--- config.mk ---
export PLATFORM = sky130hd
export DESIGN_NAME = random_range_generator
export DESIGN_NICKNAME = d
export VERILOG_FILES = /design/src/rtl/random_range_generator.sv
export SDC_FILE = /design/constraint.sdc
export NUM_CORES = 1
export LEC_CHECK = 0
export ABC_AREA = 1
export CAP_MARGIN = 20
export CORE_MARGIN = 5
export CORE_UTILIZATION = 56
export DETAILED_ROUTE_END_ITERATION = 8
export GPL_TIMING_DRIVEN = 1
export PLACE_DENSITY_LB_ADDON = 0.15
export SYNTH_ARGS = -nofsm -noshare
export SYNTH_HDL_FRONTEND = slang
export SYNTH_SLANG_ARGS = --single-unit
--- constraint.sdc ---
create_clock -name in_clock -period 4.1 [get_ports in_clock]
set_clock_uncertainty 0.15 [all_clocks]
set_input_delay 0.615 -clock in_clock [delete_from_list [all_inputs] [get_ports in_clock]]
set_output_delay 0.615 -clock in_clock [all_outputs]
set_load 0.02 [all_outputs]
--- src/rtl/random_range_generator.sv ---
// Uniform random draws from a signed [min, max] window using a Fibonacci LFSR
// with rejection sampling, so every value in the window is equally likely.
module random_range_generator #(
    parameter int               WIDTH      = 16,
    parameter logic [WIDTH-1:0] TAPS       = 16'hB400,
    parameter logic [WIDTH-1:0] RESET_SEED = {{(WIDTH-1){1'b0}}, 1'b1}
) (
    input  logic                    in_clock,
    input  logic                    in_reset,
    input  logic                    in_seed_load,
    input  logic        [WIDTH-1:0] in_seed,
    input  logic                    in_start,
    input  logic signed [WIDTH-1:0] in_min,
    input  logic signed [WIDTH-1:0] in_max,
    input  logic                    in_ready,
    output logic                    out_busy,
    output logic                    out_valid,
    output logic signed [WIDTH-1:0] out_random,
    output logic                    out_error,
    output logic              [7:0] out_attempts
);

    typedef enum logic [1:0] {S_IDLE, S_DRAW, S_DONE} state_t;

    state_t                  r_state;
    logic        [WIDTH-1:0] r_lfsr;
    logic        [WIDTH-1:0] r_range;
    logic        [WIDTH-1:0] r_mask;
    logic signed [WIDTH-1:0] r_min;
    logic signed [WIDTH-1:0] r_random;
    logic                    r_error;
    logic              [7:0] r_attempts;

    logic        [WIDTH-1:0] w_range;
    logic        [WIDTH-1:0] w_step;
    logic        [WIDTH-1:0] w_cand;
    logic                    w_bad_order;

    function automatic logic [WIDTH-1:0] fix_zero(input logic [WIDTH-1:0] v);
        return (v == '0) ? {{(WIDTH-1){1'b0}}, 1'b1} : v;
    endfunction

    // Smallest all-ones mask covering the range, so candidates are never biased.
    function automatic logic [WIDTH-1:0] smear(input logic [WIDTH-1:0] v);
        logic [WIDTH-1:0] m;
        m = v;
        for (int i = 0; i < WIDTH; i++) begin
            m = m | (m >> 1);
        end
        return m;
    endfunction

    // The low WIDTH bits of the (WIDTH+1)-bit difference are the same as a WIDTH-bit subtract.
    assign w_range     = in_max - in_min;
    assign w_bad_order = (in_min > in_max);
    assign w_step      = fix_zero({r_lfsr[WIDTH-2:0], ^(r_lfsr & TAPS)});
    assign w_cand      = w_step & r_mask;

    always_ff @(posedge in_clock or posedge in_reset) begin
        if (in_reset) begin
            r_state    <= S_IDLE;
            r_lfsr     <= fix_zero(RESET_SEED);
            r_range    <= '0;
            r_mask     <= '0;
            r_min      <= '0;
            r_random   <= '0;
            r_error    <= 1'b0;
            r_attempts <= '0;
        end else if (in_seed_load) begin
            r_lfsr  <= fix_zero(in_seed);
            r_state <= S_IDLE;
            r_error <= 1'b0;
        end else begin
            case (r_state)
                S_IDLE: begin
                    if (in_start) begin
                        r_min      <= in_min;
                        r_range    <= w_range;
                        r_mask     <= smear(w_range);
                        r_attempts <= '0;
                        r_error    <= w_bad_order;
                        r_state    <= w_bad_order ? S_DONE : S_DRAW;
                    end
                end
                S_DRAW: begin
                    r_lfsr <= w_step;
                    if (r_attempts != 8'hFF) begin
                        r_attempts <= r_attempts + 8'd1;
                    end
                    if (w_cand <= r_range) begin
                        r_random <= r_min + $signed(w_cand);
                        r_state  <= S_DONE;
                    end
                end
                S_DONE: begin
                    if (in_ready) begin
                        r_state <= S_IDLE;
                    end
                end
                default: r_state <= S_IDLE;
            endcase
        end
    end

    assign out_busy     = (r_state == S_DRAW);
    assign out_valid    = (r_state == S_DONE);
    assign out_random   = r_random;
    assign out_error    = r_error;
    assign out_attempts = r_attempts;

endmodule

==> results of run 1 <==
per-stage QoR:
stage | utilization | total power [mW]
6_report | 0.674 | 4.03
5_1_grt | 0.674 | 4.39
4_1_cts | 0.674 | 4.04
3_5_place_dp | 0.656 | 3.41
3_3_place_gp | 0.656 | 3.35
2_1_floorplan | - | 2.75
final timing paths:
| path | startpoint | to | slack (ns) | depth (start not counted) |
|---|---|---|---|---|
| min in group asynchronous | in_reset | out_error$_DFFE_PP0P_ | 0.55 | 2 |
| hold reg to reg | r_mask[14]$_DFFE_PP0P_ | r_mask[14]$_DFFE_PP0P_ | 0.33 | 2 |
| setup reg to reg | r_lfsr[6]$_DFFE_PP0P_ | out_random[14]$_DFFE_PP0P_ | 0.68 | 17 |
| max in group asynchronous | in_reset | out_random[5]$_DFFE_PP0P_ | 2.43 | 3 |
| setup / recovery | r_lfsr[6]$_DFFE_PP0P_ | out_random[14]$_DFFE_PP0P_ | 0.68 | 17 |
| hold / removal | r_mask[14]$_DFFE_PP0P_ | r_mask[14]$_DFFE_PP0P_ | 0.33 | 2 |
final cells by class:
class | instances | area share
multi-input combinational | 601 | 0.451
sequential | 90 | 0.310
timing repair buffer | 83 | 0.113
inverter | 146 | 0.0755
tap | 140 | 0.0241
clock buffer | 10 | 0.0175
clock inverter | 6 | 0.00911
power groups by stage:
stage | sequential [mW] | combinational (mW) | clock (mW)
finish | 1.44 | 1.97 | 0.617
global route | 1.47 | 2.25 | 0.670
CTS | 1.43 | 1.98 | 0.621
detailed placement | 1.45 | 1.96 | 0
global placement | 1.44 | 1.91 | 0
floorplan | 1.48 | 1.28 | 0
flip-flops by register name (all words and copies together), names as in the netlist:
register and flops:
r_mask 15, out_random 16, r_state 2, r_range 16
out_attempts 8, r_lfsr 16, out_error 1, r_min 16
placed cells by master (no fill, tap or decap), types with 2 or more instances in the layout:
| cell | n |
|---|---|
| nand2_1 | 255 |
| inv_1 | 141 |
| dfrtp_1 | 89 |
| clkdlybuf4s50_1 | 79 |
| o21ai_0 | 60 |
| ha_1 | 47 |
| nor2_1 | 41 |
| a21oi_1 | 37 |
| nand3_1 | 34 |
| nand4_1 | 21 |
| o211ai_1 | 17 |
| nand2_2 | 16 |
| xor2_1 | 13 |
| nor3_1 | 13 |
| clkbuf_8 | 9 |
| xnor2_1 | 7 |
| nor4_1 | 5 |
| nand3b_1 | 5 |
| inv_2 | 4 |
| and2_1 | 4 |
| buf_4 | 4 |
| nor2_4 | 3 |
| o21a_1 | 3 |
| clkinvlp_4 | 3 |
| o2111ai_1 | 2 |
| a31oi_1 | 2 |
| a211oi_1 | 2 |
| nor2_2 | 2 |
| o31ai_1 | 2 |
| clkinv_2 | 2 |
| fa_1 | 2 |
logic make-up after synthesis:
| kind of cell | after synthesis |
|---|---|
| DFF | 90 |
| and+or+nand+nor | 403 |
| adders and majority gates | 49 |
| buffers and inverters | 161 |
| AOI/OAI and AO/OA | 129 |
| xor gates and xnor gates | 20 |
Yosys cell counts:
cell type  count
xnor2_1        7
fa_1           2
o21ai_0       60
and2_1         4
nor2_4         3
nor2_1        41
o41ai_1        1
o211ai_1      17
buf_2          4
nor4_2         1
dfstp_2        1
clkbuf_2       1
o21ai_1        1
nand2_1      255
inv_2          4
inv_1        142
or2_2          1
o2111ai_1      2
nor2_2         2
a31oi_1        2
nand4_1       21
nor3_2         1
a21oi_1       37
nand2_2       16
dfrtp_1       89
nor3_1        13
nand3b_1       5
o21a_1         3
a211oi_1       2
xor2_1        13
ha_1          47
buf_4          1
nand3_2        1
o31ai_1        2
o21bai_1       1
clkbuf_1       9
a21o_1         1
nor4_1         5
nand3_1       34
metal layers:
metal	share of wire	track usage	wire length, um	vias to the layer above
met1	0.45	0.339	7160	2669
met3	0.055	0.0389	882	21
met5	0	0	0	-
met2	0.48	0.427	7660	158
met4	0.017	0.0712	275	0
li1	-	-	-	2901
tightest hold or removal path, delay by kind of cell, from the launching register on:
family / cells / cell delay (ns)
DFF: 1 / 0.35
and+or+nand+nor: 2 / 0.10
==> metrics.md, run 1 <==
| Metric | Value |
|---|---|
| Outcome | `finished, final reports clean` |
| First-pass GRT wire length | `26400 um` |
| Starting Density | `0.570` |
| Post-synthesis adder-cell area fraction | `0.102` |
| TritonCTS Buffers | `9` |
| Final setup vio count | `0` |
| Post-route antenna net violation count | `0` |
| Critical Path RT | `4.18 ns` |
| # DRC | `0` |
| Static Leak | `3.74 nW` |
| CP peak stage delay | `0.43 ns` |
| Pre-CTS WS | `0.501 ns` |
| Arrival @ worst endpoint | `3.50 ns` |
| Crit end category | `flop` |
| Area delta synth->final | `18.3%` |
| Clk buf depth | `2` |
| Final WL | `16000 um` |
| Main area contributors after synthesis | `dfrtp_1 (36%), nand2_1 (16%), ha_1 (9.6%), inv_1 (8.7%), o21ai_0 (4.9%)` |
| Worst setup margin | `0.682 ns` |
| Slew Viols, Final | `0` |
| Routed vias | `5749` |
| Vias per cell | `5.34` |
| Global route total overflow | `0` |
| Combinational power share | `0.490` |
| DRT iter0 DRCs | `401` |
| Setup bufs post-CTS | `0` |
| Reg power frac | `0.357` |
| Area after DPL | `0.00708 sq mm` |
| Wirelength per Cell | `14.8 um` |
| Pint | `2.28 mW` |
| Element type at the critical path start | `flop` |
| Max-Cap Viols | `0` |
| Synthesized cell area | `0.00615 sq mm` |
| Pin count of the biggest net entering global routing | `63` |
| IO Count | `80` |
| Slew Limit Headroom | `0.283` |
| Worst-margin pin slew | `1.07 ns` |
| Synth warn | `0` |
| Die Y | `115 um` |
| Floorplan die width | `115 um` |
| Mux share of post-synthesis cell area | `0` |
| GRT Util Overall | `0.253` |
| Row count | `38` |
| RD Place Congestion | `0.913` |
| CTS clk-pin slew, worst paths | `0.09 ns` |
| Family with the most delay on the worst path | `simple AND/OR/NAND/NOR gates` |
| WP buf/inv | `3` |
| Highest clock rate | `0.293 GHz` |
| RSZ-0062 raised after global routing | `false` |
| P per Cell Area | `554 mW/mm^2` |
| DP Cell Count | `1060` |
| Final-layout fill cell count | `951` |
| Largest family of logic cells by synthesized area | `simple AND/OR/NAND/NOR gates` |
| Share of cells above drive strength 1 | `0.0534` |
| Synthesized instance count | `852` |
| Resized cells post-CTS | `0` |
| Core area | `0.0108 sq mm` |
| FF+latch count, synth | `90` |
| Post-synthesis average cell area | `7.22 sq um` |
| Nets | `1033` |
| Die area | `0.0132 sq mm` |
| CP Cell Sequence | `nor4_1 -> nand4_1 -> nand2_1 -> nand2_1 -> inv_1 -> ha_1 -> inv_1 -> fa_1 -> nand3b_1 -> and2_1 -> inv_1 -> nand3_1 -> o2111ai_1 -> nand3_1 -> nand2_1 -> xor2_1 -> o21ai_0` |
| # hold bufs at CTS | `0` |
| Flip-flop and latch area | `0.00225 sq mm` |
| Post-synth cell types | `39` |
| Final Hold Viols | `0` |
| Tcrit/Tclk final | `0.834` |
| Compound-Gate Fraction of Synth Area | `0.118` |
| Class of the worst hold path | `flop to flop` |
| DP Wirelength | `12700 um` |
| Max FO, Critical Path | `4` |
| Clock Sinks | `90` |
| Synth Area in XOR/XNOR | `0.0285` |
| Post-Synth Simple-Gate Area | `0.286` |
| Sw frac | `0.435` |
| Initial antenna violation count | `0` |
| Drt first pass iters | `5` |
| Post-route cell area | `0.00728 sq mm` |
| Tmin final | `3.42 ns` |
| Clk Latency, worst-skew pair | `0.37 ns` |
| Max IR drop VDD | `0.323 mV` |
| Yosys top cell area share | `0.362` |
| Final setup TNS | `0 ns` |
| Critical path's slowest cell | `dfrtp_1` |
| Syn Nets | `954` |
| CTS tree | `built` |
| Root buf cell | `clkbuf_8` |
| Port bufs | `79` |
| Antenna cell count | `0` |
| Critical Setup Path Class | `flop to flop` |
| Clk network pwr share | `0.153` |
| Vias in the first global route | `5583` |
| Final non-filler cell total | `1076` |
| Leading area contributor after synthesis | `dfrtp_1` |
| Footprint of the multi-input gates | `0.00328 sq mm` |
| Register area share after synthesis | `0.366` |
| WHS | `0.331 ns` |
| Switch Pwr | `1.75 mW` |
| H-tree depth | `3` |
No activity file was read; power rests on OpenSTA's default activity.
==> inputs of run 2 (changes only) <==
- CORE_UTILIZATION: 56 -> 51
- clock period: 4.1 -> 3.1 ns (I/O delays scaled with it)
==> run 2 against run 1 <==
Against the previous run: the run now ends with DRC left; utilization is 2.2 points higher; via count is 3.5% higher; clock-buffer cell count stayed put; combinational power is 54% higher; critical path depth is 1 lower; highest routed layer unchanged.
==> metrics.md, run 2 (synthesized netlist as in run 1, its figures left out) <==
| Metric | Value |
|---|---|
| WHS | `0.307 ns` |
| R2r startpoint | `r_lfsr[12]$_DFFE_PP0P_` |
| Pin count of the biggest net entering global routing | `91` |
| Vias in the first global route | `5553` |
| Critical register-to-register path endpoint | `out_random[12]$_DFFE_PP0P_` |
| Die Y | `120 um` |
| Clk Latency, worst-skew pair | `0.34 ns` |
| Element type at the critical path start | `flop` |
| Antenna cell count | `0` |
| Hold depth | `3` |
| Floorplan die width | `120 um` |
| Critical Setup Path Class | `flop to flop` |
| Grt met3 use | `0.0292` |
| Pre-CTS WS | `-0.272 ns` |
| GRT Util Overall | `0.226` |
| GR peak layer | `met2` |
| IO Count | `80` |
| Tcrit/Tclk final | `0.947` |
| Starting Density | `0.516` |
| Slew Viols, Final | `0` |
| Hold path start | `in_min[0]` |
| Crit end category | `flop` |
| CP peak stage delay | `0.45 ns` |
| Sw frac | `0.407` |
| Clock Sinks | `90` |
| Length in cells of the worst reg-to-reg path | `16` |
| H-tree depth | `3` |
| DRT iter0 DRCs | `484` |
| Commonest cells after routing, fill and taps aside | `nand2_1 (240), inv_1 (134), dfrtp_1 (88)` |
| Final Hold Viols | `0` |
| Clk network pwr share | `0.194` |
| Slew Limit Headroom | `0.479` |
| Reg power frac | `0.311` |
| Post-route antenna net violation count | `0` |
| First-pass GRT wire length | `26300 um` |
| # DRC | `1` |
| Highest clock rate | `0.340 GHz` |
| Tmin final | `2.94 ns` |
| Nets | `1104` |
| Max IR drop VDD | `0.326 mV` |
| Max FO, Critical Path | `4` |
| Port bufs | `79` |
| M1 GR Usage | `0.309` |
| Global route total overflow | `0` |
| Vias per cell | `5.16` |
| Met2 usage in global routing | `0.372` |
| Clk buf depth | `2` |
| Final Util | `0.697` |
| Combinational power share | `0.495` |
| Outcome | `finished with violations` |
| CTS tree | `built` |
| Hold EP | `r_min[0]$_DFFE_PP0P_` |
| DP Cell Count | `1132` |
| Initial antenna violation count | `0` |
| Share of cells above drive strength 1 | `0.178` |
| Die area | `0.0144 sq mm` |
| Class of the worst hold path | `input port to flop` |
| Critical Path RT | `3.17 ns` |
| Area delta synth->final | `34.9%` |
| Worst-margin pin slew | `0.773 ns` |
| Core area | `0.0119 sq mm` |
| TritonCTS Buffers | `9` |
| CTS clk-pin slew, worst paths | `0.07 ns` |
| Post-route cell area | `0.00830 sq mm` |
| Final non-filler cell total | `1154` |
| Leading cell type in the layout, fill and taps excluded | `nand2_1` |
| RD Place Congestion | `0.887` |
| Area after DPL | `0.00762 sq mm` |
| Critical path's slowest cell | `dfrtp_2` |
| Max-Cap Viols | `0` |
| Wirelength per Cell | `14.3 um` |
| R2R Setup Slk | `0.16 ns` |
| P per Cell Area | `738 mW/mm^2` |
| Drt first pass iters | `7` |
| Final WL | `16500 um` |
| DP Wirelength | `12500 um` |
| Switch Pwr | `2.49 mW` |
| Routed vias | `5952` |
| Root buf cell | `clkbuf_16` |
| Pint | `3.63 mW` |
| Final setup vio count | `0` |
| Row count | `40` |
| CP Cell Sequence | `nor4_4 -> nand4_1 -> nand2_2 -> nand2_2 -> inv_2 -> ha_4 -> inv_2 -> fa_2 -> nand3b_1 -> and2_4 -> inv_4 -> nand3_2 -> o2111ai_4 -> buf_4 -> xor2_1 -> o21ai_0` |
| Static Leak | `4.19 nW` |
| Failing checks | `DRC` |
| Worst setup margin | `0.163 ns` |
| Arrival @ worst endpoint | `3.01 ns` |
[run 2: changes by cell type in the layout (fill, tap and decap cells not counted), moves of 11 or more]
cell | previous run | this run
nand2_2 | 16 | 30
buf_4 | 4 | 72
ha_1 | 47 | 36
nand2_1 | 255 | 240
[run 2: per-layer routing]
metal  routed length (um)  part of all wire
met1                 7540              0.46
met5                    0                 0
met4                  341             0.021
met2                 7800              0.47
met3                  788             0.048
[run 2: final cells by class]
cell class,count,area (sq um)
Multi-Input combinational cell,601,3590
Inverter,146,552
Clock inverter,6,91.3
Tap cell,147,184
Timing Repair Buffer,154,1400
Fill cell,1021,3610
Clock buffer,10,229
Sequential cell,90,2250
[run 2: critical path: cells and delay by family (launching register included)]
kind            cells  cell delay, ns
flops               1            0.45
simple gates        7            1.04
fa+ha+maj           2            0.51
compound gates      2            0.20
xor+xnor            1            0.15
buf+inv             4            0.31
[run 2: through the flow]
stage	power [mW]	TNS [ns]
6_report	6.12	0
5_1_grt	6.61	-0.0487
4_1_cts	5.95	0
3_5_place_dp	4.71	-2.08
3_3_place_gp	4.66	-1.14
2_1_floorplan	3.64	0
[run 2: repair_timing]
item / 4_1_cts / 5_1_grt
setup buffers: 0 / 6
hold buffers: 0 / 0
gates cloned: 0 / 0
setup endpoints to repair: 4 / 23
pin swaps: 2 / 28
resized for setup: 7 / 69
[run 2: worst max-delay path by stage]
stage | start | slack [ns] | to
floorplan | in_reset | 0.15 | out_attempts[0]$_DFFE_PP0P_
global placement | in_max[0] | -0.19 | r_mask[0]$_DFFE_PP0P_
detailed placement | in_max[0] | -0.27 | r_mask[0]$_DFFE_PP0P_
CTS | r_lfsr[9]$_DFFE_PP0P_ | 0.009 | out_random[6]$_DFFE_PP0P_
global route | in_min[7] | -0.04 | r_mask[0]$_DFFE_PP0P_
finish | r_lfsr[12]$_DFFE_PP0P_ | 0.16 | out_random[12]$_DFFE_PP0P_
[run 2: power by group through the flow]
stage	Combinational [mW]	Clock, mW	Sequential, mW
6_report	3.03	1.19	1.91
5_1_grt	3.40	1.25	1.95
4_1_cts	2.88	1.20	1.88
3_5_place_dp	2.82	0	1.89
3_3_place_gp	2.79	0	1.88
2_1_floorplan	1.69	0	1.95
==> RTL edit (settings of run 2) <==
Reset style: synchronous (`in_reset`), changed in one clocked block.
--- a/src/rtl/random_range_generator.sv
+++ b/src/rtl/random_range_generator.sv
@@ -58,3 +58,3 @@
 
-    always_ff @(posedge in_clock or posedge in_reset) begin
+    always_ff @(posedge in_clock) begin
         if (in_reset) begin
Check against the original RTL: differs if in_reset is asserted again (counterexample within 4 cycles, from zero or initial values and one cycle with in_reset high); with in_reset held inactive, the same outputs for 4 cycles.
==> RTL edit against run 2 <==
  * Design area down 6.3%
  * Setup slack better by 0.033 ns
  * Synthesized area decreased by 2.5%
  * Count of clock-buffer cells in the layout rose by 3
  * Sequential cell count stayed put
  * Routed wire length down 5.8%
  * Critical endpoint is now r_mask[0]
Power is not compared: it rests on default switching activity, and its combinational part moved more than twofold at a synthesized area within 25%.
==> RTL edit: results (changes against run 2) <==
Status
  – Status: completed

Logic synthesis
  – Synth Warn #: 0 (unchanged)
  – Synth cell types: 45 (+15%)
  – Top cells by area, synth: dfxtp_1 (30%), nand2_1 (12%), ha_1 (9.8%)
  – Top cells by count, synth: nand2_1 (197), inv_1 (149), dfxtp_1 (90), a21oi_1 (74), o21ai_0 (62)
  – Post-Synthesis Net Count: 985 (+3.2%)
  – Post-synth ARST share: 0% (-100 points)
  – Sequential share of the synthesized area: 30.0% (-6.6 points)
  – Post-synth EDFFs: 0 (unchanged)

Worst hold path
  – HP Class: flop to flop
  – Worst Hold Depth: 2 (-1)

Setup path
  – CP arrival: 2.97 ns (-0.04 ns)
  – CP top delay family: simple AND/OR/NAND/NOR gates
  – Flop-to-flop setup slack: 0.20 ns (+0.03 ns)
  – Worst-case reg-to-reg path depth: 16 (unchanged)
  – CP max-delay cell: clkdlybuf4s50_1
  – Critical Path End: r_mask[0]
  – R2R Path Start: r_lfsr[8]
  – Worst setup path start: in_min[6]
  – CP max FO: 4 (unchanged)
  – R2R Path End: out_random[4]
  – Crit path largest cell delay: 0.45 ns (about the same)

Drt
  – Drt pass-1 iters: 5 (-2)
  – 1st-iter DRT viols: 397 (-18%)
  – Via density: 5.12 (-0.77%)
  – Final antenna-violating net count: 0 (unchanged)
  – Drt wl/cell: 13.3 µm (-7.0%)

Clock network
  – Post-CTS setup buffer count: 0 (unchanged)
  – Clock tree root driver cell: clkbuf_16
  – Clk_lat worst skew: 0.34 ns (about the same)
  – H-tree depth: 3 (unchanged)
  – Worst-path clk slew: 0.06 ns
  – Clock Tree Buf Depth: 2 (unchanged)
  – CTS buffer count: 9 (unchanged)

Timing
  – Hold WS: 0.319 ns (+0.0121 ns)
  – Max-slew headroom: 57.7% (+9.8 points)
  – Max Transition Viols Final: 0 (unchanged)
  – Achievable Freq: 344 MHz (+1.1%)
  – Final setup viols: 0 (unchanged)

Global route
  – First-pass GRT wire length: 25.7 mm (-2.5%)
  – Vias in the first global route: 5560 (+0.13%)
  – Largest net degree at the start of global routing: 58 (-36%)
  – Total GRT Usage: 22.1% (-0.52 points)
  – Initial antenna violation count: 0 (unchanged)

Layout
  – Fill count: 1034 (+1.3%)
  – Share of cells above drive strength 1: 15.2% (-2.6 points)
  – Final nets: 1124 (+1.8%)
  – # diodes: 0 (unchanged)

Pwr
  – Worst VDD drop: 0.525 mV
  – Leakage: 3.77 nW

Placement
  – DPL Wire Length: 12.5 mm (+0.60%)
  – Pre-CTS WS: -0.276 ns (-0.00431 ns)
  – Gpl congestion: 0.946 (+6.7%)
  – IO Port Bufs: 79 (unchanged)
## RTL edit: cell types whose count changed in the layout (fill, tap and decap cells not counted), moves of 9 or more
cell / run 2 / this run
a21oi_1: 33 / 74
a31oi_1: 2 / 19
dfrtp_1: 88 / 0
dfxtp_1: 0 / 90
ha_4: 9 / 0
inv_1: 134 / 149
nand2_1: 240 / 193
nand2_2: 30 / 18
nor2_1: 32 / 42
o211ai_1: 17 / 7
## RTL edit: kinds of logic after synthesis
| group | after synthesis | synth area share (%) |
|---|---|---|
| AND/OR/NAND/NOR | 353 | 27.1 |
| AO/OA/AOI/OAI | 186 | 17.4 |
| buffers and inverters | 183 | 11.8 |
| flip-flops | 90 | 30.0 |
| adder cells (fa/ha/maj) | 49 | 10.5 |
| XOR/XNOR | 22 | 3.21 |
## RTL edit: through the flow
step	std cells	cell area (µm²)	utilization [%]
floorplan	883	6000	-
global placement	1154	7430	64.8
detailed placement	1154	7430	64.8
CTS	1169	7710	67.2
global route	1169	7770	67.8
finish	1169	7770	67.8
## RTL edit: report_power, final
group	leakage [nW]	switching, W	internal, W
clock network	0.132	0.000433	0.000582
logic	2.90	0.000514	0.000392
registers	0.739	0.0000462	0.00124
total	3.77	0.000994	0.00221
## RTL edit: routing by layer
| layer | track usage (%) | vias up | wire, µm |
|---|---|---|---|
| li1 | - | 3156 | - |
| met1 | 28.6 | 2677 | 7260 |
| met2 | 36.8 | 131 | 7110 |
| met3 | 5.30 | 19 | 813 |
| met4 | 6.31 | 0 | 327 |
| met5 | 0 | - | 0 |
## RTL edit: worst min-delay path: cells and delay by family (launching register included)
kind	cells	cell delay, ns
DFF	1	0.31
AOI/OAI and AO/OA	1	0.05
and+or+nand+nor	1	0.06
## RTL edit: layout make-up
class	instances	area (µm²)	area share (%)
inverter	157	589	7.58
tap	143	179	2.30
clock buffer	13	260	3.35
clock inverter	2	12.5	0.161
multi-input combinational	610	3560	45.8
timing repair buffer	154	1370	17.6
sequential	90	1800	23.2
## RTL edit: what timing repair did
action,CTS,global route
pin swaps,0,7
gates cloned,0,0
setup endpoints to repair,1,13
resized for setup,2,18
hold endpoints to repair,0,0
## RTL edit: worst min-delay path by stage
| stage | start | to |
|---|---|---|
| after floorplan | r_mask[1] | r_mask[1] |
| after detailed placement | r_mask[1] | r_mask[1] |
| after global placement | r_mask[1] | r_mask[1] |
| after CTS | r_mask[1] | r_mask[1] |
| after global routing | r_range[0] | r_range[0] |
| final | r_mask[1] | r_mask[1] |
